[src/rtl/issue_buffer_ctrl_pkg.sv]
// Shared sizing defaults for the adder issue buffer; other issue units
// instantiate issue_buffer_ctrl with their own DW/DP values.
package issue_buffer_ctrl_pkg;

   localparam int ADDER_ISSUE_INFO_DW = 8;
   localparam int ADDER_ISSUE_INFO_DP = 4;

endpackage

[src/rtl/issue_buffer_ctrl_lzp.sv]
// Lowest-zero priority encoder: returns the lowest index whose bit is clear,
// and flags when every bit is set.
module issue_buffer_ctrl_lzp
   import issue_buffer_ctrl_pkg::*;
#(
   parameter int N  = ADDER_ISSUE_INFO_DP,
   parameter int IW = $clog2(N)
) (
   input  logic [N-1:0]  i_in,
   output logic [IW-1:0] o_idx,
   output logic          o_all1
);

   // Scan from the top down so the lowest clear bit is the last one written.
   always_comb begin
      o_idx = '0;
      for (int i = N - 1; i >= 0; i--) begin
         if (!i_in[i]) o_idx = IW'(i);
      end
   end

   assign o_all1 = &i_in;

endmodule

[src/rtl/issue_buffer_ctrl.sv]
// Reservation-station slot store for one issue unit: pushes into the lowest
// free slot, frees popped slots, and clears all allocations on flush.
module issue_buffer_ctrl
   import issue_buffer_ctrl_pkg::*;
#(
   parameter int DW = ADDER_ISSUE_INFO_DW,
   parameter int DP = ADDER_ISSUE_INFO_DP
) (
   input  logic                   CLK,
   input  logic                   RSTn,
   input  logic                   dispatch_push,
   input  logic [DW-1:0]          dispatch_info,
   output logic                   buffer_full,
   output logic                   buffer_empty,
   output logic [$clog2(DP):0]    buffer_count,
   input  logic                   issue_pop,
   input  logic [$clog2(DP)-1:0]  issue_pop_index,
   output logic [DP-1:0]          buffer_malloc,
   output logic [DW*DP-1:0]       issue_info,
   input  logic                   flush
);

   localparam int IW = $clog2(DP);
   localparam int CW = $clog2(DP) + 1;

   logic [DP-1:0] r_malloc;
   logic [DW-1:0] r_info [DP];

   logic [IW-1:0] w_free_idx;
   logic          w_all1;
   logic          w_push_ok;
   logic [DP-1:0] w_set;
   logic [DP-1:0] w_clr;
   logic [CW-1:0] w_count;

   issue_buffer_ctrl_lzp #(.N(DP), .IW(IW)) u_lzp (
      .i_in   (r_malloc),
      .o_idx  (w_free_idx),
      .o_all1 (w_all1)
   );

   // Slot selection and the full check both use pre-pop state, so a slot
   // freed this cycle is never reused in the same cycle.
   assign w_push_ok = dispatch_push && !w_all1 && !flush;

   for (genvar gi = 0; gi < DP; gi++) begin : g_slot
      assign w_set[gi] = w_push_ok && (w_free_idx == IW'(gi));
      assign w_clr[gi] = issue_pop && !flush && r_malloc[gi] &&
                         (issue_pop_index == IW'(gi));

      always_ff @(posedge CLK or negedge RSTn) begin
         if (!RSTn) begin
            r_malloc[gi] <= 1'b0;
            r_info[gi]   <= '0;
         end else begin
            if (flush)          r_malloc[gi] <= 1'b0;
            else if (w_set[gi]) r_malloc[gi] <= 1'b1;
            else if (w_clr[gi]) r_malloc[gi] <= 1'b0;
            if (w_set[gi])      r_info[gi]   <= dispatch_info;
         end
      end

      assign issue_info[DW*gi +: DW] = r_info[gi];
   end

   always_comb begin
      w_count = '0;
      for (int i = 0; i < DP; i++) begin
         w_count = w_count + CW'(r_malloc[i]);
      end
   end

   assign buffer_malloc = r_malloc;
   assign buffer_count  = w_count;
   assign buffer_full   = w_all1;
   assign buffer_empty  = ~|r_malloc;

endmodule

[config.mk]
export PLATFORM = sky130hd
export DESIGN_NAME = issue_buffer_ctrl
export DESIGN_NICKNAME = d
export VERILOG_FILES = /design/src/rtl/issue_buffer_ctrl_pkg.sv /design/src/rtl/issue_buffer_ctrl_lzp.sv /design/src/rtl/issue_buffer_ctrl.sv
export SDC_FILE = /design/constraint.sdc
export NUM_CORES = 1
export LEC_CHECK = 0
export BUFFER_PORTS_ARGS = -buffer_cell sky130_fd_sc_hd__buf_2
export CORE_AREA = 5 5 66 68
export DETAILED_ROUTE_END_ITERATION = 7
export DIE_AREA = 0 0 71 73
export PLACE_DENSITY = 0.73
export SLEW_MARGIN = 20
export SYNTH_ARGS = -nofsm -noshare
export SYNTH_HDL_FRONTEND = slang
export SYNTH_SLANG_ARGS = --single-unit
[constraint.sdc]
create_clock -name CLK -period 1.9 [get_ports CLK]
set_input_delay 0.285 -clock CLK [delete_from_list [all_inputs] [get_ports CLK]]
set_output_delay 0.285 -clock CLK [all_outputs]
set_load 0.02 [all_outputs]
==> results of run 1 <==
[layer usage]
metal	share of wire [%]	routed length, um	track usage [%]
met1	43	1628	18.31
met5	0	0	0
met2	47	1792	24.41
met4	2.3	85	5.219
met3	7.1	268	4.959
[power by group through the flow]
stage	clock, W	combinational (W)	sequential [W]
4_1_cts	0.000564	0.000721	0.00101
6_report	0.000543	0.000724	0.00101
3_5_place_dp	0	0.000690	0.00102
5_1_grt	0.000603	0.000774	0.00103
3_3_place_gp	0	0.000674	0.00101
2_1_floorplan	0	0.000222	0.00121
[kinds of logic (layout without fill, tap and decap cells)]
| logic type | after synthesis | in the layout | share of synthesized area (%) |
|---|---|---|---|
| compound gates | 6 | 6 | 3.549 |
| fa+ha+maj | 5 | 5 | 4.516 |
| buf+inv | 7 | 83 | 2.177 |
| flops | 36 | 36 | 58.06 |
| mux | 32 | 32 | 25.16 |
| simple gates | 13 | 13 | 6.532 |
[metrics by stage]
stage / total power, W / worst slack, ps
CTS: 0.002290 / -177.0
floorplan: 0.001432 / 8.290
detailed placement: 0.001707 / 16.42
finish: 0.002273 / -158.4
global placement: 0.001686 / 31.40
global route: 0.002404 / -214.4
[final cells by class]
type / count / area, sq um
Sequential cell: 36 / 903.4
Clock buffer: 8 / 90.09
Fill cell: 333 / 1615
Multi-Input combinational cell: 56 / 671.9
Inverter: 6 / 22.52
Tap cell: 50 / 62.56
Timing Repair Buffer: 69 / 432.9
[cells in the final DEF (no fill, tap or decap), types with 2 or more instances in the layout]
cell type                  count
sky130_fd_sc_hd__a31o_2        3
sky130_fd_sc_hd__buf_2        52
sky130_fd_sc_hd__mux2_2       24
sky130_fd_sc_hd__ha_4          3
sky130_fd_sc_hd__buf_4        11
sky130_fd_sc_hd__dfrtp_1      34
sky130_fd_sc_hd__buf_6         4
sky130_fd_sc_hd__dfrtp_2       2
sky130_fd_sc_hd__nor2_2        2
sky130_fd_sc_hd__mux2_4        8
sky130_fd_sc_hd__inv_2         3
sky130_fd_sc_hd__clkbuf_1      2
sky130_fd_sc_hd__inv_1         3
sky130_fd_sc_hd__clkbuf_8      6
[what timing repair did]
item,4_1_cts,5_1_grt
gates cloned,0,1
resized for setup,13,5
endpoints found under the setup margin,3,11
buffers inserted,3,2
pin swaps,2,4
[flip-flops by register name, summed over array words and instances, names as in the netlist]
name	count
issue_info	32
buffer_malloc	4
[how the worst max path moves through the flow]
stage / slack, ps / to / cells after the start / start
3_3_place_gp: 30 / buffer_count[1] / 6 / buffer_malloc[0]
2_1_floorplan: 8 / issue_info[0] / 6 / buffer_malloc[0]
5_1_grt: -210 / buffer_count[1] / 6 / buffer_malloc[3]
6_report: -160 / buffer_count[1] / 6 / buffer_malloc[3]
4_1_cts: -180 / buffer_count[1] / 6 / buffer_malloc[3]
3_5_place_dp: 20 / buffer_count[1] / 6 / buffer_malloc[0]
==> flow_summary.json, run 1 <==
{
  "dieArea_sq_um": 5183,
  "async_reset_ff_share_pct": 100.0,
  "setup_ws_post_layout_ps": -158.4,
  "clock_tree_from_tritoncts": "built",
  "clk_pin_slew_ps": 70,
  "synth.net_count": 119,
  "critPathLaunchType": "flop",
  "yosys.area.top_type_share_pct": 58.06,
  "grt.total_usage_pct": 14.83,
  "ir_worst_vdd_mv": 0.7522,
  "rsz0062_at_grt": "yes",
  "hold_slack_ps": 80.13,
  "routed_via_density": 4.996,
  "cts_buffer_depth": 2,
  "rr_endpoint": "issue_info[7]",
  "htreeDepth": 2,
  "postLayoutCoreUtil_pct": 57.48,
  "p_leak_nw": 1.121,
  "netlist_area_sq_um": 1551,
  "worstSetupEndpointType": "primary output",
  "tns_ps": -235.0,
  "critPathArrivalTime_ps": 1770,
  "net-switching-power_w": 0.0007300,
  "finalWorstPathRequiredPeriod_ps": 2058,
  "die_w_um": 71,
  "final_min_period_over_clock_period_pct": 108.3,
  "worst_clock_skew_ps": 6.038,
  "critical_path.max_fanout": 2,
  "max_clock_freq_mhz": 485.8,
  "power.clock.fraction_pct": 23.9,
  "slowest_delay_ps": 540,
  "share_seq_of_total_power_pct": 44.2,
  "finalHoldViolations": 0,
  "postRouteAntennaNets": 0,
  "slew_headroom_pct": 48.35,
  "p_int_w": 0.001543,
  "die_h_um": 73,
  "synth.distinct_cells": 23,
  "finalWirelength_um": 3773,
  "yosys.cell_count.top_type": "sky130_fd_sc_hd__dfrtp_1",
  "core-area_sq_um": 3799,
  "yosys_most_used_dff": "sky130_fd_sc_hd__dfrtp_1",
  "critical_path_class": "flop to primary output",
  "io_pins": 56,
  "cts_sinks": 36,
  "r2r_cells": 7,
  "dr.pass1.iters": 2,
  "final_cell_count_no_fill": 225,
  "tightestPinTransition_ps": 774.7,
  "postSynthRegisterBits": 36,
  "postSynthAreaPerCell_sq_um": 15.67,
  "report.final.slew_viol_count": 0,
  "postLayoutCellArea_sq_um": 2183,
  "initial_core_util_pct": 40.84,
  "first_global_vias": 1224,
  "timing.reg2reg.setup_slack_ps": 20,
  "synthCells": 99,
  "root_buffer": "sky130_fd_sc_hd__clkbuf_8",
  "worst_r2r_startpoint": "buffer_malloc[1]",
  "avgRoutedWirePerCell_um": 16.77,
  "placementRows": 23,
  "nNetsFinal": 194,
  "netlist.top_cell.by_area": "sky130_fd_sc_hd__dfrtp_1",
  "worst_skew_pair.late_latency_ps": 280,
  "final-setup-viol-count": 3,
  "violations": "setup timing",
  "antenna-diode-count": 0,
  "critical_path.slowest_cell": "sky130_fd_sc_hd__fa_1",
  "hpwlAfterDp_um": 2667,
  "run_status": "complete, but fails checks",
  "dpl-instance-area_sq_um": 1981,
  "final_layout_size_suffix_gt1_share_pct": 72.57,
  "routed-via-count": 1124,
  "numCtsBuffers": 5,
  "antenna_found_initial": 0,
  "pin_count_of_the_biggest_net_entering_global_routing": 37,
  "io_port_bufs": 55,
  "cts_hold_repair.buffers": 0,
  "grt-ovfl-total": 0,
  "pwr-share-comb_pct": 31.9,
  "numPlacedInstances": 213,
  "global_route_wire_length_before_repair_um": 5961,
  "switching_share_pct": 32.12,
  "worst-path-buf-inv": 3,
  "timing.max_cap.violations": 0,
  "synth_sequential_area_ratio_pct": 58.06,
  "weighted_congestion_reported_at_the_end_of_routability_driven_placement": 0.7925,
  "min_path_type": "input pin to asynchronous set/reset pin",
  "pwr_density_cell_nw_per_um2": 1041,
  "drc": 0,
  "warnings_synthesis": 0,
  "cp_top_family": "adder cells",
  "drt_iter0_drc": 34,
  "synth_commonest_cells": "sky130_fd_sc_hd__dfrtp_1, sky130_fd_sc_hd__mux2_2, sky130_fd_sc_hd__mux2_4, sky130_fd_sc_hd__inv_1, sky130_fd_sc_hd__ha_1",
  "critical_path.cell_chain": "inv_2 -> fa_1 -> inv_2 -> ha_4 -> ha_4 -> buf_6",
  "largest_cells_by_area_after_synthesis": "sky130_fd_sc_hd__dfrtp_1, sky130_fd_sc_hd__mux2_2, sky130_fd_sc_hd__mux2_4, sky130_fd_sc_hd__ha_1, sky130_fd_sc_hd__a31o_2",
  "crit_required_ps": 1620,
  "areaGrowthSynthToFinish_pct": 40.73,
  "synth_enable_flop_cells": 0
}
(Power assumes the default switching activity.)
==> inputs of run 2 (changes only) <==
--- a/config.mk
+++ b/config.mk
@@ -6,10 +6,10 @@
 export NUM_CORES = 1
 export LEC_CHECK = 0
 export BUFFER_PORTS_ARGS = -buffer_cell sky130_fd_sc_hd__buf_2
-export CORE_AREA = 5 5 66 68
+export CORE_AREA = 5 5 61 63
 export DETAILED_ROUTE_END_ITERATION = 7
-export DIE_AREA = 0 0 71 73
-export PLACE_DENSITY = 0.73
+export DIE_AREA = 0 0 66 68
+export PLACE_DENSITY = 0.81
 export SLEW_MARGIN = 20
 export SYNTH_ARGS = -nofsm -noshare
 export SYNTH_HDL_FRONTEND = slang
==> constraint.sdc (replaced) <==
create_clock -name CLK -period 2.7 [get_ports CLK]
set_input_delay 0.405 -clock CLK [delete_from_list [all_inputs] [get_ports CLK]]
set_output_delay 0.405 -clock CLK [all_outputs]
set_load 0.02 [all_outputs]
==> flow_summary.json, run 2 (synthesis gave the netlist of run 1 again) <==
{
  "postCtsResizedCells": 0,
  "placementRows": 21,
  "largest_register_ff_count": 32,
  "critical_path.max_fanout": 6,
  "cp_top_family": "adder cells",
  "grt.total_usage_pct": 16.27,
  "timing.max_cap.violations": 0,
  "power.clock.fraction_pct": 19.7,
  "die_h_um": 68,
  "avgRoutedWirePerCell_um": 16.09,
  "p_int_w": 0.0009700,
  "cts_hold_repair.buffers": 0,
  "numCtsBuffers": 5,
  "max_clock_freq_mhz": 396.0,
  "ir_worst_vdd_mv": 0.3947,
  "run_status": "finished, final reports clean",
  "cts_sinks": 36,
  "critical_path.slowest_cell": "sky130_fd_sc_hd__fa_1",
  "crit_required_ps": 2300,
  "share_seq_of_total_power_pct": 48.8,
  "worst-path-buf-inv": 3,
  "min_path_type": "input pin to asynchronous set/reset pin",
  "routed_via_density": 4.942,
  "tns_ps": 0,
  "antenna_found_initial": 0,
  "weighted_congestion_reported_at_the_end_of_routability_driven_placement": 0.8006,
  "final_min_period_over_clock_period_pct": 93.52,
  "die_w_um": 66,
  "antenna-diode-count": 0,
  "rsz0062_at_grt": "no",
  "grt-ovfl-total": 0,
  "initial_core_util_pct": 48.80,
  "worst_skew_pair.late_latency_ps": 320,
  "timing.reg2reg.setup_slack_ps": 550,
  "clk_pin_slew_ps": 100,
  "first_global_vias": 1140,
  "slowest_delay_ps": 550,
  "p_leak_nw": 1.038,
  "dr.max_layer_used": "met4",
  "drc": 0,
  "io_port_bufs": 55,
  "routed-via-count": 1023,
  "critical_path_class": "flop to primary output",
  "final_layout_size_suffix_gt1_share_pct": 64.60,
  "finalWirelength_um": 3330,
  "clock_tree_from_tritoncts": "built",
  "postRouteAntennaNets": 0,
  "io_pins": 56,
  "critPathLaunchType": "flop",
  "worstSetupEndpointType": "primary output",
  "rr_endpoint": "issue_info[6]",
  "report.final.slew_viol_count": 0,
  "root_buffer": "sky130_fd_sc_hd__clkbuf_4",
  "finalPower_w": 0.001452,
  "cts_buffer_depth": 2,
  "r2r_cells": 5,
  "finalHoldViolations": 0,
  "most-common-layout-cells": "sky130_fd_sc_hd__buf_2, sky130_fd_sc_hd__dfrtp_1, sky130_fd_sc_hd__mux2_2",
  "postCtsSetupBuffers": 0,
  "tightestPinTransition_ps": 764.1,
  "met3_length_um": 271,
  "slew_headroom_pct": 49.06,
  "hpwlAfterDp_um": 2499,
  "nNetsFinal": 180,
  "pwr_density_cell_nw_per_um2": 751.5,
  "switching_share_pct": 33.19,
  "dieArea_sq_um": 4488,
  "dr.pass1.iters": 2,
  "drt_iter0_drc": 25,
  "met1_length_um": 1306,
  "critical_path.cell_chain": "inv_1 -> fa_1 -> inv_1 -> ha_1 -> ha_1 -> buf_2",
  "finalWorstPathRequiredPeriod_ps": 2525,
  "worst_r2r_startpoint": "buffer_malloc[0]",
  "worst_clock_skew_ps": 2.283,
  "global_route_wire_length_before_repair_um": 5326,
  "areaGrowthSynthToFinish_pct": 24.52,
  "final-setup-viol-count": 0,
  "most_common_library_cell_in_the_layout_ignoring_fill_and_taps": "sky130_fd_sc_hd__buf_2",
  "core-area_sq_um": 3179,
  "net-switching-power_w": 0.0004819,
  "pwr-share-comb_pct": 31.5,
  "pin_count_of_the_biggest_net_entering_global_routing": 37,
  "htreeDepth": 2,
  "critPathArrivalTime_ps": 2120,
  "detailroute.wirelength.met2_um": 1716
}
## run 2: changes by cell type in the layout (fill, tap and decap cells not counted), sizes merged
cell,change
buf,-13
clkbuf,-1
## run 2: worst register-to-register path: stages (launching register included)
cell,delay [ps]
sky130_fd_sc_hd__dfrtp_1,460
sky130_fd_sc_hd__ha_1,220
sky130_fd_sc_hd__and3_2,220
sky130_fd_sc_hd__a31oi_2,190
sky130_fd_sc_hd__and4bb_1,610
sky130_fd_sc_hd__mux2_4,350
## run 2: metrics by stage
step / cells / setup WS [ps] / util [%] / area (sq um) / hold slack [ps]
after floorplan: 99 / 534.0 / - / 1551 / 109.4
after global placement: 199 / 605.0 / 58.91 / 1873 / 486.0
after detailed placement: 199 / 527.8 / 58.91 / 1873 / 488.5
after CTS: 207 / 147.0 / 60.76 / 1932 / 155.6
after global routing: 207 / 71.76 / 60.76 / 1932 / 196.5
final: 207 / 175.1 / 60.76 / 1932 / 143.7
## run 2: worst max path at each step
stage / start / to / slack [ps] / cells after the start
after floorplan: buffer_malloc[0] / buffer_count[1] / 530 / 5
after global placement: buffer_malloc[0] / buffer_count[1] / 600 / 6
after detailed placement: buffer_malloc[0] / buffer_count[1] / 530 / 6
after CTS: buffer_malloc[0] / buffer_count[1] / 150 / 6
after global routing: buffer_malloc[0] / buffer_count[1] / 70 / 6
final: buffer_malloc[0] / buffer_count[1] / 180 / 6
## run 2: power by group through the flow
stage               Sequential [W]  Combinational, W  Clock, W
finish                    0.000708          0.000457  0.000287
detailed placement        0.000716          0.000465         0
global placement          0.000711          0.000453         0
global route              0.000724          0.000488  0.000327
CTS                       0.000709          0.000465  0.000299
floorplan                 0.000850          0.000155         0
## run 2: final cells by class
class | instances | area [sq um]
Sequential cell | 36 | 900.9
Tap cell | 46 | 57.56
Inverter | 6 | 22.52
Multi-Input combinational cell | 56 | 616.8
Timing Repair Buffer | 55 | 275.3
Fill cell | 269 | 1247
Clock buffer | 8 | 58.81
## run 2: metal layers
layer  track usage (%)  up-vias
li1                  -      474
met1             18.19      504
met2             29.16       39
met3             4.926        6
met4             6.345        0
met5                 0        -
==> inputs of run 3 (changes only) <==
--- a/config.mk
+++ b/config.mk
@@ -9,6 +9,8 @@
 export CORE_AREA = 5 5 61 63
 export DETAILED_ROUTE_END_ITERATION = 7
 export DIE_AREA = 0 0 66 68
+export GPL_ROUTABILITY_DRIVEN = 0
+export MAX_ROUTING_LAYER = met4
 export PLACE_DENSITY = 0.81
 export SLEW_MARGIN = 20
 export SYNTH_ARGS = -nofsm -noshare
==> flow_summary.json, run 3 (synthesis gave the netlist of run 1 again) <==
{
  "antenna-diode-count": 0,
  "postCtsResizedCells": 0,
  "pin_count_of_the_biggest_net_entering_global_routing": 37,
  "finalWorstPathRequiredPeriod_ps": 2525,
  "timing.max_cap.violations": 0,
  "nNetsFinal": 180,
  "grt-ovfl-total": 0,
  "postRouteAntennaNets": 0,
  "drc": 0,
  "tns_ps": 0,
  "grt.total_usage_pct": 16.78,
  "critPathLaunchType": "flop",
  "postCtsSetupBuffers": 0,
  "worst-path-buf-inv": 3,
  "core-area_sq_um": 3179,
  "root_buffer": "sky130_fd_sc_hd__clkbuf_4",
  "worstSetupEndpointType": "primary output",
  "slowest_delay_ps": 550,
  "r2r_cells": 5,
  "run_status": "finished, final reports clean",
  "most-common-layout-cells": "sky130_fd_sc_hd__buf_2, sky130_fd_sc_hd__dfrtp_1, sky130_fd_sc_hd__mux2_2",
  "slew_headroom_pct": 48.85,
  "final_cell_count_no_fill": 207,
  "critical_path.slowest_cell": "sky130_fd_sc_hd__fa_1",
  "htreeDepth": 2,
  "cts_hold_repair.buffers": 0,
  "placementRows": 21,
  "largest_register_ff_count": 32,
  "rsz0062_at_grt": "no",
  "cts_buffer_depth": 2,
  "pwr_density_cell_nw_per_um2": 752.0,
  "critical_path.cell_chain": "inv_1 -> fa_1 -> inv_1 -> ha_1 -> ha_1 -> buf_2",
  "die_h_um": 68,
  "min_path_type": "input pin to asynchronous set/reset pin",
  "report.final.slew_viol_count": 0,
  "most_common_library_cell_in_the_layout_ignoring_fill_and_taps": "sky130_fd_sc_hd__buf_2",
  "total_area_of_sequential_cells_sq_um": 900.9,
  "ir_worst_vdd_mv": 0.3953,
  "multi_input_area_sq_um": 616.8,
  "routed-via-count": 1023,
  "routed_via_density": 4.942,
  "finalWirelength_um": 3350,
  "hpwlAfterDp_um": 2499,
  "final-setup-viol-count": 0,
  "max_clock_freq_mhz": 396.1,
  "dieArea_sq_um": 4488,
  "die_w_um": 66,
  "areaGrowthSynthToFinish_pct": 24.52,
  "first_global_vias": 1132,
  "final_min_period_over_clock_period_pct": 93.52,
  "cts_sinks": 36,
  "worst_skew_pair.late_latency_ps": 320,
  "cp_top_family": "adder cells",
  "rr_endpoint": "issue_info[6]",
  "global_route_wire_length_before_repair_um": 5333,
  "final_layout_size_suffix_gt1_share_pct": 64.60,
  "numCtsBuffers": 5,
  "antenna_found_initial": 0,
  "clock_tree_from_tritoncts": "built",
  "avgRoutedWirePerCell_um": 16.18,
  "numPlacedInstances": 199,
  "critPathArrivalTime_ps": 2120,
  "worst_clock_skew_ps": 2.364,
  "p_leak_nw": 1.038,
  "initial_core_util_pct": 48.80,
  "tightestPinTransition_ps": 767.3,
  "drt_iter0_drc": 25,
  "critical_path.max_fanout": 6,
  "dr.pass1.iters": 2,
  "crit_required_ps": 2300,
  "timing.reg2reg.setup_slack_ps": 550,
  "finalHoldViolations": 0,
  "io_pins": 56,
  "critical_path_class": "flop to primary output",
  "worst_r2r_startpoint": "buffer_malloc[0]",
  "clk_pin_slew_ps": 100,
  "io_port_bufs": 55,
  "num-fill-cells": 269
}
## run 3: cell counts in the layout (fill, tap and decap cells not counted)
Identical to the previous run, type by type.
## run 3: routing by layer
layer | share of wire [%] | vias up | GRT usage [%]
met5 | 0 | - | -
li1 | - | 474 | -
met1 | 41 | 504 | 19.15
met4 | 1.1 | 0 | 6.345
met3 | 6.7 | 6 | 3.777
met2 | 51 | 39 | 29.04
## run 3: layout make-up
| cell class | instances | share of cell area [%] |
|---|---|---|
| well taps | 46 | 2.979 |
| clock buffers | 8 | 3.044 |
| multi-input cells | 56 | 31.93 |
| repair buffers | 55 | 14.25 |
| flip-flops and latches | 36 | 46.63 |
| inverters | 6 | 1.166 |
## run 3: metrics by stage
step | area [sq um] | utilization, % | total power [W] | hold WS, ps | setup WS [ps]
5_1_grt | 1932 | 60.76 | 0.001538 | 200.2 | 71.76
2_1_floorplan | 1551 | - | 0.001005 | 109.4 | 534.0
4_1_cts | 1932 | 60.76 | 0.001474 | 155.6 | 147.0
3_5_place_dp | 1873 | 58.91 | 0.001182 | 488.5 | 527.8
6_report | 1932 | 60.76 | 0.001453 | 145.8 | 175.1
3_3_place_gp | 1873 | 58.91 | 0.001164 | 486.0 | 605.0
## run 3: how the worst max path moves through the flow
stage,endpoint,cells after the start,start,slack [ps]
4_1_cts,buffer_count[1],6,buffer_malloc[0],150
6_report,buffer_count[1],6,buffer_malloc[0],180
3_5_place_dp,buffer_count[1],6,buffer_malloc[0],530
5_1_grt,buffer_count[1],6,buffer_malloc[0],70
2_1_floorplan,buffer_count[1],5,buffer_malloc[0],530
3_3_place_gp,buffer_count[1],6,buffer_malloc[0],600
## run 3: report_power, final
part | switching [W] | internal (W) | total [W]
combinational | 0.000263 | 0.000195 | 0.000457
sequential | 0.0000616 | 0.000647 | 0.000708
clock | 0.000158 | 0.000129 | 0.000287
total | 0.000483 | 0.000970 | 0.00145
